`config.mk`:
```
export PLATFORM = sky130hd
export DESIGN_NAME = program_loader
export DESIGN_NICKNAME = d
export VERILOG_FILES = /design/src/rtl/program_loader_pkg.sv /design/src/rtl/program_loader_word_counter.sv /design/src/rtl/program_loader.sv
export SDC_FILE = /design/constraint.sdc
export NUM_CORES = 1
export LEC_CHECK = 0
export ABC_AREA = 1
export BUFFER_PORTS_ARGS = -buffer_cell sky130_fd_sc_hd__buf_2
export CAP_MARGIN = 20
export CORE_UTILIZATION = 45
export CTS_CLUSTER_DIAMETER = 150
export DETAILED_ROUTE_END_ITERATION = 12
export PLACE_DENSITY_LB_ADDON = 0.12
export SLEW_MARGIN = 20
export SYNTH_ARGS = -nofsm -noshare
export SYNTH_HDL_FRONTEND = slang
export SYNTH_SLANG_ARGS = --single-unit
```
`constraint.sdc`:
```
create_clock -name clk -period 3.32 [get_ports clk]
set_input_delay 0.332 -clock clk [delete_from_list [all_inputs] [get_ports clk]]
set_output_delay 0.332 -clock clk [all_outputs]
set_load 0.02 [all_outputs]
```
`src/rtl/program_loader_pkg.sv`:
```
// Shared types and constants for the program loader: memory geometry, FSM
// encoding, active-low RAM control levels and count helpers.
package program_loader_pkg;

  localparam int ADDRESS_WIDTH = 11;
  localparam int DATA_WIDTH    = 32;
  localparam int CNT_WIDTH     = ADDRESS_WIDTH + 1;
  localparam int RUN_WIDTH     = 32;

  localparam logic MEM_ON  = 1'b0;
  localparam logic MEM_OFF = 1'b1;

  localparam logic [CNT_WIDTH-1:0] MAX_WORDS = CNT_WIDTH'(1 << ADDRESS_WIDTH);

  typedef enum logic [2:0] {
    ST_IDLE      = 3'd0,
    ST_LOAD_IM   = 3'd1,
    ST_LOAD_DM   = 3'd2,
    ST_RUN       = 3'd3,
    ST_DUMP_RD   = 3'd4,
    ST_DUMP_WAIT = 3'd5,
    ST_DONE      = 3'd6
  } state_t;

  function automatic logic [CNT_WIDTH-1:0] clamp_words(input logic [CNT_WIDTH-1:0] words);
    return (words > MAX_WORDS) ? MAX_WORDS : words;
  endfunction

  // Walks forward from 'from' past every phase whose count is zero.
  function automatic state_t skip_empty(input state_t from, input logic im_nz,
                                        input logic dm_nz, input logic run_nz,
                                        input logic dump_nz);
    state_t s;
    s = from;
    if (s == ST_LOAD_IM && !im_nz)   s = ST_LOAD_DM;
    if (s == ST_LOAD_DM && !dm_nz)   s = ST_RUN;
    if (s == ST_RUN     && !run_nz)  s = ST_DUMP_RD;
    if (s == ST_DUMP_RD && !dump_nz) s = ST_DONE;
    return s;
  endfunction

endpackage

```
`src/rtl/program_loader_word_counter.sv`:
```
// Clearable word-index up-counter with a last-word compare against a limit;
// shared by the IM load, DM load and DM dump phases.
module loader_word_counter
  import program_loader_pkg::*;
(
  input  logic                     clk,
  input  logic                     rst_n,
  input  logic                     clear,
  input  logic                     inc,
  input  logic [CNT_WIDTH-1:0]     limit,
  output logic [ADDRESS_WIDTH-1:0] index,
  output logic                     last
);

  logic [CNT_WIDTH-1:0] count;

  // NOTE: sequential state uses non-blocking assignments so every flop samples pre-edge values.
  always_ff @(posedge clk or negedge rst_n) begin
    if (!rst_n) begin
      count <= '0;
    end else if (clear) begin
      count <= '0;
    end else if (inc) begin
      count <= count + CNT_WIDTH'(1);
    end
  end

  // Full-width compare so a limit of 2048 ends at index 2047 without wrapping.
  assign last  = (count + CNT_WIDTH'(1)) == limit;
  assign index = count[ADDRESS_WIDTH-1:0];

endmodule

```
`src/rtl/program_loader.sv`:
```
// Host-side loader: streams a program into IM and an image into DM, lets the
// core run for a fixed number of cycles, then streams DM words back out.
module program_loader
  import program_loader_pkg::*;
(
  input  logic                     clk,
  input  logic                     rst_n,
  input  logic                     cmd_start,
  input  logic [CNT_WIDTH-1:0]     cmd_im_words,
  input  logic [CNT_WIDTH-1:0]     cmd_dm_words,
  input  logic [RUN_WIDTH-1:0]     cmd_run_cycles,
  input  logic [CNT_WIDTH-1:0]     cmd_dump_words,
  input  logic                     in_valid,
  input  logic [DATA_WIDTH-1:0]    in_data,
  output logic                     in_ready,
  output logic                     out_valid,
  output logic [DATA_WIDTH-1:0]    out_data,
  input  logic                     out_ready,
  input  logic [DATA_WIDTH-1:0]    dm_q,
  output logic                     loading,
  output logic                     im_cen_load,
  output logic                     im_wen_load,
  output logic                     im_oen_load,
  output logic [ADDRESS_WIDTH-1:0] im_addr_load,
  output logic [DATA_WIDTH-1:0]    im_datain_load,
  output logic                     dm_cen_load,
  output logic                     dm_wen_load,
  output logic                     dm_oen_load,
  output logic [ADDRESS_WIDTH-1:0] dm_addr_load,
  output logic [DATA_WIDTH-1:0]    dm_datain_load,
  output logic                     busy,
  output logic                     done
);

  state_t                   state, next_state;
  logic [CNT_WIDTH-1:0]     im_words_q, dm_words_q, dump_words_q, word_limit;
  logic [CNT_WIDTH-1:0]     start_im, start_dm, start_dump;
  logic [RUN_WIDTH-1:0]     run_left;
  logic [DATA_WIDTH-1:0]    out_data_q;
  logic                     out_valid_q;
  logic [ADDRESS_WIDTH-1:0] word_index;
  logic                     word_last, in_load, load_write, dump_hs, phase_step;

  assign start_im   = clamp_words(cmd_im_words);
  assign start_dm   = clamp_words(cmd_dm_words);
  assign start_dump = clamp_words(cmd_dump_words);

  assign in_load    = (state == ST_LOAD_IM) || (state == ST_LOAD_DM);
  assign load_write = in_load && in_valid;
  assign dump_hs    = (state == ST_DUMP_WAIT) && out_valid_q && out_ready;
  assign phase_step = load_write || dump_hs;

  always_comb begin
    case (state)
      ST_LOAD_IM: word_limit = im_words_q;
      ST_LOAD_DM: word_limit = dm_words_q;
      default:    word_limit = dump_words_q;
    endcase
  end

  loader_word_counter u_word_counter (
    .clk   (clk),
    .rst_n (rst_n),
    .clear (phase_step && word_last),
    .inc   (phase_step && !word_last),
    .limit (word_limit),
    .index (word_index),
    .last  (word_last)
  );

  always_ff @(posedge clk or negedge rst_n) begin
    if (!rst_n) state <= ST_IDLE;
    else        state <= next_state;
  end

  always_comb begin
    next_state = state;
    case (state)
      ST_IDLE:
        if (cmd_start)
          next_state = skip_empty(ST_LOAD_IM, |start_im, |start_dm, |cmd_run_cycles, |start_dump);
      ST_LOAD_IM:
        if (load_write && word_last)
          next_state = skip_empty(ST_LOAD_DM, 1'b0, |dm_words_q, |run_left, |dump_words_q);
      ST_LOAD_DM:
        if (load_write && word_last)
          next_state = skip_empty(ST_RUN, 1'b0, 1'b0, |run_left, |dump_words_q);
      ST_RUN:
        if (run_left <= RUN_WIDTH'(1))
          next_state = skip_empty(ST_DUMP_RD, 1'b0, 1'b0, 1'b0, |dump_words_q);
      ST_DUMP_RD:   next_state = ST_DUMP_WAIT;
      ST_DUMP_WAIT:
        if (dump_hs) next_state = word_last ? ST_DONE : ST_DUMP_RD;
      ST_DONE:      next_state = ST_IDLE;
      default:      next_state = ST_IDLE;
    endcase
  end

  // The first DUMP_WAIT cycle sees the read data; capture it and hold it
  // until the consumer accepts, so a stalled sink never re-reads the RAM.
  always_ff @(posedge clk or negedge rst_n) begin
    if (!rst_n) begin
      im_words_q   <= '0;
      dm_words_q   <= '0;
      dump_words_q <= '0;
      run_left     <= '0;
      out_data_q   <= '0;
      out_valid_q  <= 1'b0;
    end else begin
      if (state == ST_IDLE && cmd_start) begin
        im_words_q   <= start_im;
        dm_words_q   <= start_dm;
        dump_words_q <= start_dump;
        run_left     <= cmd_run_cycles;
      end else if (state == ST_RUN && run_left != '0) begin
        run_left <= run_left - RUN_WIDTH'(1);
      end

      if (state == ST_DUMP_WAIT && !out_valid_q) begin
        out_data_q  <= dm_q;
        out_valid_q <= 1'b1;
      end else if (dump_hs) begin
        out_valid_q <= 1'b0;
      end
    end
  end

  // NOTE: every output gets a default before the case so no latch is inferred.
  always_comb begin
    loading        = 1'b0;
    in_ready       = 1'b0;
    im_cen_load    = MEM_OFF;
    im_wen_load    = MEM_OFF;
    im_oen_load    = MEM_OFF;
    im_addr_load   = '0;
    im_datain_load = '0;
    dm_cen_load    = MEM_OFF;
    dm_wen_load    = MEM_OFF;
    dm_oen_load    = MEM_OFF;
    dm_addr_load   = '0;
    dm_datain_load = '0;
    case (state)
      ST_LOAD_IM: begin
        loading        = 1'b1;
        in_ready       = 1'b1;
        im_cen_load    = in_valid ? MEM_ON : MEM_OFF;
        im_wen_load    = in_valid ? MEM_ON : MEM_OFF;
        im_addr_load   = word_index;
        im_datain_load = in_data;
      end
      ST_LOAD_DM: begin
        loading        = 1'b1;
        in_ready       = 1'b1;
        dm_cen_load    = in_valid ? MEM_ON : MEM_OFF;
        dm_wen_load    = in_valid ? MEM_ON : MEM_OFF;
        dm_addr_load   = word_index;
        dm_datain_load = in_data;
      end
      ST_DUMP_RD: begin
        loading      = 1'b1;
        dm_cen_load  = MEM_ON;
        dm_oen_load  = MEM_ON;
        dm_addr_load = word_index;
      end
      // Output stays enabled while waiting so Q is still driven when captured.
      ST_DUMP_WAIT: begin
        loading      = 1'b1;
        dm_oen_load  = MEM_ON;
        dm_addr_load = word_index;
      end
      default: ;
    endcase
  end

  assign busy      = (state != ST_IDLE);
  assign done      = (state == ST_DONE);
  assign out_valid = out_valid_q;
  assign out_data  = out_data_q;

endmodule

```
=== Word-level counts from Yosys, hierarchy flattened ===
Index checks and enable logic that the tools add are counted.

* Equal/unequal tests: 18
* $lt $le $gt $ge: 4
* Muxes and demuxes: 50
* Add/subtract/negate cells: 2
* Reductions and logical operators: 42

{| class="wikitable"
|+ Operators by type and width
! cell !! count
|-
| 32-bit 2-to-1 mux || 4
|-
| 3-bit 2-to-1 mux || 24
|-
| 32-bit OR reduction || 2
|-
| 12-bit 2-to-1 mux || 5
|-
| 12-bit OR reduction || 5
|-
| 12-bit > comparator, second input constant || 3
|-
| 32-bit by 1-bit <= comparator with 1-bit output, second input constant || 1
|-
| 32-bit nonzero test || 1
|-
| 32-bit by 1-bit subtractor with 32-bit output, second input constant || 1
|-
| 12-bit case mux with 2 select lines || 1
|-
| 11-bit 2-to-1 mux || 2
|-
| 3-bit == test, second input constant || 6
|-
| 3-bit case mux with 6 select lines || 1
|-
| 3-bit by 2-bit == test with 1-bit output, second input constant || 5
|-
| 1-bit logical AND || 15
|-
| 12-bit by 1-bit adder with 12-bit output, second input constant || 1
|-
| 12-bit == test || 1
|-
| 1-bit 2-to-1 mux || 9
|-
| 1-bit logical NOT || 7
|-
| 2-bit 2-to-1 mux || 3
|-
| 2-bit inequality test, second input constant || 3
|-
| 2-bit nonzero test || 3
|-
| 5-bit AND reduction || 1
|-
| 2-bit by 1-bit inequality test with 1-bit output, second input constant || 2
|-
| 8 further kinds || 10
|}

* Register bits after elaboration: 116
* Word-level logic and storage cells: 124
* Output and inout bits: 129
* Input bits: 137

=== Longest topological paths before layout ===
Gate-level depths: netlist (run 1).

* Depth after elaboration: 21
* Mapped depth: 16
* Gate-level depth less buffers: 15

=== Cells and area by module ===
From an unflattened synthesis (run 1), not the netlist that was laid out.

* Cell total of the unflattened synthesis: 1015
* Area, all modules: 7447.1 µm²

{| class="wikitable"
|+ Modules (own cells, without submodules)
! module !! seq. area each (µm²) !! area each (µm²) !! instances !! cells an instance
|-
| program_loader || 2602.5 || 6396.1 || 1 || 851
|-
| loader_word_counter || 300.3 || 1051.0 || 1 || 164
|}

=== Least setup slack after synthesis (run 1) ===
No wires, ideal clock.

* Path kind: register to register
* Start point: register state[2]
* End point: register u_word_counter.count[3]
* Data required time: 3.186 ns
* Setup time: 0.134 ns
* Buffers on the path: 1
* Path slack: 1.338 ns
* Clock period less this slack: 1.982 ns
* Cell stages (with the launch flop): 14
* Data arrival time: 1.847 ns
* Cell sequence: dfrtp_1 -> nor2_4 -> nand2_8 -> nand2_2 -> inv_2 -> nand2_1 -> nand3_1 -> nand2_1 -> nand2_1 -> nor2_1 -> nand3_1 -> nand2_1 -> buf_6 -> o22ai_2

* Word-level cells in the longest chain between the ends: 6
* Elaborated cells between the ends (all ways): 15
* Those cells by class: 4 x eq/ne; 2 x mux; 9 x reduce/logical

{| class="wikitable"
|+ RTL lines
! item !! RTL line !! source
|-
| start: declaration || program_loader.sv:35 || <nowiki>state_t state, next_state;</nowiki>
|-
| start signal: assignment || program_loader.sv:73 || <nowiki>else state <= next_state;</nowiki>
|-
| 3-bit by 2-bit == test with 1-bit output, or another cell as far along || program_loader.sv:48, program_loader.sv:54 ||
|-
| 12-bit case mux with 2 select lines, or another cell as far along || program_loader.sv:54 || <nowiki>case (state)</nowiki>
|-
| 12-bit == test, or another cell as far along || program_loader_word_counter.sv:29 || <nowiki>assign last = (count + CNT_WIDTH'(1)) == limit;</nowiki>
|-
| 1-bit logical NOT / 1-bit logical OR (equally long branches) || program_loader.sv:65, program_loader.sv:51 ||
|-
| 1-bit logical AND, on equally long branches || program_loader.sv:65, program_loader.sv:64 ||
|-
| 2-bit nonzero test (no source line) / 12-bit 2-to-1 mux (equally long branches) || - ||
|-
| end signal: assignment || program_loader_word_counter.sv:24 || <nowiki>count <= count + CNT_WIDTH'(1);</nowiki>
|-
| end: declaration || program_loader_word_counter.sv:15 || <nowiki>logic [CNT_WIDTH-1:0] count;</nowiki>
|}

Parallel ways exist; a longest one is shown, timed or not.
A chain may end at the register's enable or synchronous reset.

=== Worst setup path after layout (run 1) ===
* Start point: register state[0]
* End point: register u_word_counter.count[1]

Same word-level chain as after synthesis.

==> results of run 1 <==
## worst max-delay path: cells and delay by family, from the launching register on
| kind | cells | cell delay (ns) |
|---|---|---|
| AO/OA/AOI/OAI | 1 | 0.13 |
| flip-flops | 1 | 0.55 |
| buffers and inverters | 1 | 0.21 |
| AND/OR/NAND/NOR | 10 | 1.75 |
## worst paths after layout
kind | slack [ns] | end | cells after the start | from
max | 0.52 | u_word_counter.count[1]$_DFFE_PN0P_ | 12 | state[0]$_DFFE_PN0P_
min | 0.13 | dump_words_q[5]$_DFFE_PN0P_ | 3 | cmd_dump_words[5]
max reg2reg | 0.52 | u_word_counter.count[1]$_DFFE_PN0P_ | 12 | state[0]$_DFFE_PN0P_
min reg2reg | 0.49 | im_words_q[3]$_DFFE_PN0P_ | 2 | im_words_q[3]$_DFFE_PN0P_
max in group asynchronous | 1.91 | out_data[21]$_DFFE_PN0P_ | 3 | rst_n
min in group asynchronous | 0.50 | run_left[12]$_DFFE_PN0P_ | 2 | rst_n
## Yosys cell counts, types with 3 or more instances
master / count / share of area [%]
inv_1: 124 / 6.3
nand2_1: 256 / 13
clkbuf_1: 12 / 0.60
xnor2_1: 9 / 1.1
nor3_1: 15 / 1.0
nor2_2: 4 / 0.34
buf_4: 5 / 0.50
nand3_1: 89 / 6.0
nand4_1: 26 / 2.2
nand2_2: 4 / 0.34
o211ai_1: 15 / 1.5
mux2_2: 32 / 4.8
a21oi_1: 15 / 1.0
o21ai_0: 32 / 2.2
o22ai_1: 4 / 0.34
xor2_1: 11 / 1.3
buf_6: 4 / 0.60
dfrtp_1: 116 / 39
ha_1: 3 / 0.50
inv_4: 3 / 0.25
buf_2: 10 / 0.67
o22ai_2: 10 / 1.7
o221ai_1: 5 / 0.59
nor4_1: 6 / 0.50
buf_1: 3 / 0.15
inv_2: 3 / 0.15
nand3_2: 9 / 1.2
nor2_1: 188 / 9.5
nor3_2: 3 / 0.40
## power breakdown
part / switching [uW] / internal, uW
registers: 612 / 2070
logic: 3310 / 1710
clock network: 694 / 1250
total: 4620 / 5030
## sequential cells by signal (all words and copies together), names as in the netlist
signal                cells
dm_words_q               12
dump_words_q             12
im_words_q               12
out_data                 32
out_valid                 1
run_left                 32
state                     3
u_word_counter.count     12
## per-stage QoR
step / total power, uW / area (um2) / hold WS [ns]
CTS: 9650 / 9540 / 0.117
global placement: 7620 / 8920 / 0.416
floorplan: 6220 / 7450 / 0.0364
finish: 9650 / 9550 / 0.129
global route: 10400 / 9550 / 0.129
detailed placement: 7670 / 8920 / 0.418
## per-layer routing
metal / track usage (%) / part of all wire [%] / vias to the layer above
met5: 0 / 0 / -
met4: 8.99 / 1.8 / 0
met3: 6.31 / 6.9 / 28
met2: 47.2 / 48 / 302
met1: 35.1 / 43 / 3542
li1: - / - / 3862
## kinds of logic after synthesis
family                     synth area share [%]
and+or+nand+nor                            35.6
adders and majority gates                 0.504
other                                    0.0504
DFF                                        39.0
muxes                                      4.84
buffers and inverters                      9.56
AOI/OAI and AO/OA                          8.07
xor gates and xnor gates                   2.35
## layout make-up
class / count / area [um2]
Antenna cell: 3 / 7.51
Inverter: 133 / 508
Clock buffer: 18 / 429
Tap cell: 216 / 270
Clock inverter: 13 / 184
Fill cell: 1544 / 6450
Multi-Input combinational cell: 752 / 3830
Timing Repair Buffer: 276 / 1420
Sequential cell: 116 / 2900
==> results.cfg, run 1 <==
[timing]
post-route-period-util_pct = 84.4
slew_violations = 0
setup_violations = 0
layout_min_cycle_time_ns = 2.80
fin_tns_setup_ns = 0
timing.fmax_ghz = 0.357
fin_skew_ns = 0.00687
worst_pin_slew_ns = 0.817
slew_headroom_pct = 45.5
rsz0062_at_grt = no
fin_ws_ns = 0.516
hold_viol_final = 0

[clock_tree]
clk_path_buf_depth = 2
clkTransAtPathRegs_ns = 0.06
holdBufCountCts = 1
cts_max_level = 4
cts_setup_buffers = 0
numCtsBuffers = 17
cts.sinks = 116
cts-root-buf = clkbuf_16
worst_skew_pair.late_latency_ns = 0.42
ctsResizeCount = 0
cts_tree = built

[place]
pre_cts_ws_ns = 0.584
placed_cells = 1492
dp_hpwl_mm = 18.0
numPortBuffers = 264
gp_congestion = 0.925

[floorplan]
io_pins = 266
core_area_um2 = 16000
initial_core_util_pct = 46.5
die_h_um = 131
rows = 46
dieWidth_um = 131
die_area_um2 = 17100

[status]
status = finished, final reports clean

[drt]
drt_iter0_drc = 564
via_per_inst = 5.06
drc_errors = 0
wl_per_cell_um = 15.3
drt_pass1_iterations = 5
ant_nets = 0
routed_wl_mm = 23.4
num_vias = 7734

[setup_path]
cpMostUsedCell = nand2_1
slowest_delay_ns = 0.55
crit_slowest_cell = dfrtp_1
crit_path_end_kind = flip-flop
required_ns = 3.59
path_class = reg -> reg
cp_max_fo = 46
startpoint_type = flip-flop
arrival_ns = 3.07
crit_chain = nor2_4 -> nand2_8 -> inv_4 -> nand2_1 -> nand2_1 -> nor2_1 -> nand2_1 -> nand2_1 -> nor3_2 -> nand3_1 -> nand2_1 -> o22ai_1

[final_layout]
fin_cells = 1527
final_cell_mix = 263 x buf_2, 256 x nand2_1, 188 x nor2_1, 124 x inv_1, 116 x dfrtp_1
syn_to_final_growth_pct = 28.2
layout-drive-gt1-share_pct = 29.1
postLayoutCoreUtil_pct = 59.7
layout_commonest_cell = buf_2
fin_nets = 1436

[logic_synthesis]
ys_types = 45
synth-edff-count = 0
syn_area_um2 = 7450
postSynth.asyncResetShare_pct = 100
syn_inst = 1036
avgSynthCellArea_um2 = 7.19
yosys_warnings = 0
ys.flop_type = dfrtp_1
synth_nets = 1176
seq_area_frac_synth_pct = 39.0
ys_ff_latch = 116

[global_routing]
grt-ovfl-total = 0
grt_pass1_wl_mm = 35.8
antenna_found_initial = 3
grt_max_degree = 51
grtUsageTotal_pct = 27.8
first_global_vias = 7069

[power_and_ir_drop]
p_per_area_nw_per_um2 = 1010
leakage_uw = 0.00507
vdd_drop_max_mv = 0.483

[flow_run]
maxCapViolCount = 0

[worst_hold_path]
hp-class = in -> reg
(Power assumes the default switching activity.)
==> run 2: changes to the inputs <==
==> constraint.sdc (replaced) <==
create_clock -name clk -period 2.4 [get_ports clk]
set_input_delay 0.24 -clock clk [delete_from_list [all_inputs] [get_ports clk]]
set_output_delay 0.24 -clock clk [all_outputs]
set_load 0.02 [all_outputs]
==> results.cfg, run 2 (synthesized netlist as in run 1, its figures left out) <==
[place]
pre_cts_ws_ns = 0.120
placed_cells = 1509
numPortBuffers = 264
dp_hpwl_mm = 18.5
placed_area_um2 = 9100
gp_congestion = 0.943

[clock_tree]
clk_path_buf_depth = 2
worst_skew_pair.late_latency_ns = 0.41
cts-root-buf = clkbuf_16
cts_max_level = 4
clkTransAtPathRegs_ns = 0.05
cts_tree = built
numCtsBuffers = 17
cts.sinks = 116

[drt]
routed_wl_mm = 23.5
via_per_inst = 5.06
num_vias = 7833
wl_per_cell_um = 15.2
drt_pass1_iterations = 7
ant_nets = 0
drc_errors = 0
drt_iter0_drc = 581

[setup_path]
crit_slowest_cell = dfrtp_2
slowest_delay_ns = 0.47
path_class = reg -> out
arrival_ns = 2.00
required_ns = 2.16
startpoint_type = flip-flop
cp_max_fo = 32
crit_path_end_kind = output pin
crit_chain = nor2_4 -> nand2_8 -> buf_4 -> nor2_1 -> buf_2

[global_routing]
grt-ovfl-total = 0
grt_max_degree = 47
first_global_vias = 7247
grt_pass1_wl_mm = 36.3
antenna_found_initial = 1
grtUsageTotal_pct = 28.1
busiest_layer = met2
use_met3_pct = 5.33
grtUsageMet2_pct = 46.9
use_met1_pct = 36.1

[timing]
worst_pin_slew_ns = 0.587
timing.fmax_ghz = 0.446
layout_min_cycle_time_ns = 2.24
fin_tns_setup_ns = 0
slew_headroom_pct = 60.9
fin_skew_ns = 0.00619
fin_ws_ns = 0.156
slew_violations = 0
rsz0062_at_grt = no
post-route-period-util_pct = 93.5
hold_viol_final = 0
setup_violations = 0

[final_layout]
syn_to_final_growth_pct = 32.2
n_fill_cell = 1527
layout-drive-gt1-share_pct = 30.9
fin_nets = 1459
final_cell_mix = 263 x buf_2, 256 x nand2_1, 186 x nor2_1, 122 x inv_1, 113 x dfrtp_1
final_cell_area_um2 = 9840
layout_commonest_cell = buf_2
fin_cells = 1549

[floorplan]
core_area_um2 = 16000
rows = 46
die_area_um2 = 17100
dieWidth_um = 131
die_h_um = 131
initial_core_util_pct = 46.5
io_pins = 266

[worst_hold_path]
hp-class = in -> reg

[power_and_ir_drop]
total_power_uw = 13800
p_per_area_nw_per_um2 = 1400
vdd_drop_max_mv = 0.862
leakage_uw = 0.00522

[status]
status = finished, final reports clean

[flow_run]
maxCapViolCount = 0
run 2: power breakdown:
group          leakage, uW  switching (uW)  total [uW]  internal (uW)
Combinational      0.00348            4710        7300           2590
Sequential         0.00143             819        3690           2870
Clock             0.000317             923        2820           1900
Total              0.00522            6450       13800           7360
run 2: timing repair:
item	in CTS	in global routing
setup buffers	0	6
endpoints found under the hold margin	38	0
hold buffers	1	0
endpoints found under the setup margin	0	32
resized for setup	0	8
run 2: worst paths after layout:
path / start / end / slack, ns / cells after the start
min in group asynchronous: rst_n / run_left[1]$_DFFE_PN0P_ / 0.38 / 2
max in group asynchronous: rst_n / im_words_q[9]$_DFFE_PN0P_ / 1.34 / 3
worst max-delay path: state[2]$_DFFE_PN0P_ / dm_datain_load[5] / 0.16 / 5
worst min register to register: im_words_q[7]$_DFFE_PN0P_ / im_words_q[7]$_DFFE_PN0P_ / 0.49 / 2
worst max register to register: u_word_counter.count[0]$_DFFE_PN0P_ / u_word_counter.count[3]$_DFFE_PN0P_ / 0.19 / 14
worst min-delay path: cmd_dump_words[5] / dump_words_q[5]$_DFFE_PN0P_ / 0.05 / 3
run 2: final cells by class:
class                   count  area, um2  area share (%)
multi-input cells         752       3840            39.0
diodes                      1       2.50          0.0254
clock buffers              20        457            4.64
clock inverters            12        201            2.05
repair buffers            299       1650            16.8
well taps                 216        270            2.75
inverters                 133        512            5.20
flip-flops and latches    116       2910            29.5
run 2: routing by layer:
metal  up-vias  part of all wire, %
met5         -                    0
met4         0                  2.9
met3        39                  6.9
met2       315                   47
met1      3576                   43
li1       3903                    -
run 2: critical path: cells and delay by family (launching register included):
| family | cells | cell delay (ns) |
|---|---|---|
| buffers and inverters | 2 | 0.48 |
| flip-flops | 1 | 0.47 |
| AND/OR/NAND/NOR | 3 | 0.63 |
run 2: per-stage QoR:
| step | hold slack, ns | utilization, % |
|---|---|---|
| after CTS | 0.0355 | 61.0 |
| after detailed placement | 0.280 | 56.9 |
| after floorplan | -0.0556 | - |
| after global routing | 0.0433 | 61.5 |
| final | 0.0487 | 61.5 |
| after global placement | 0.280 | 56.9 |
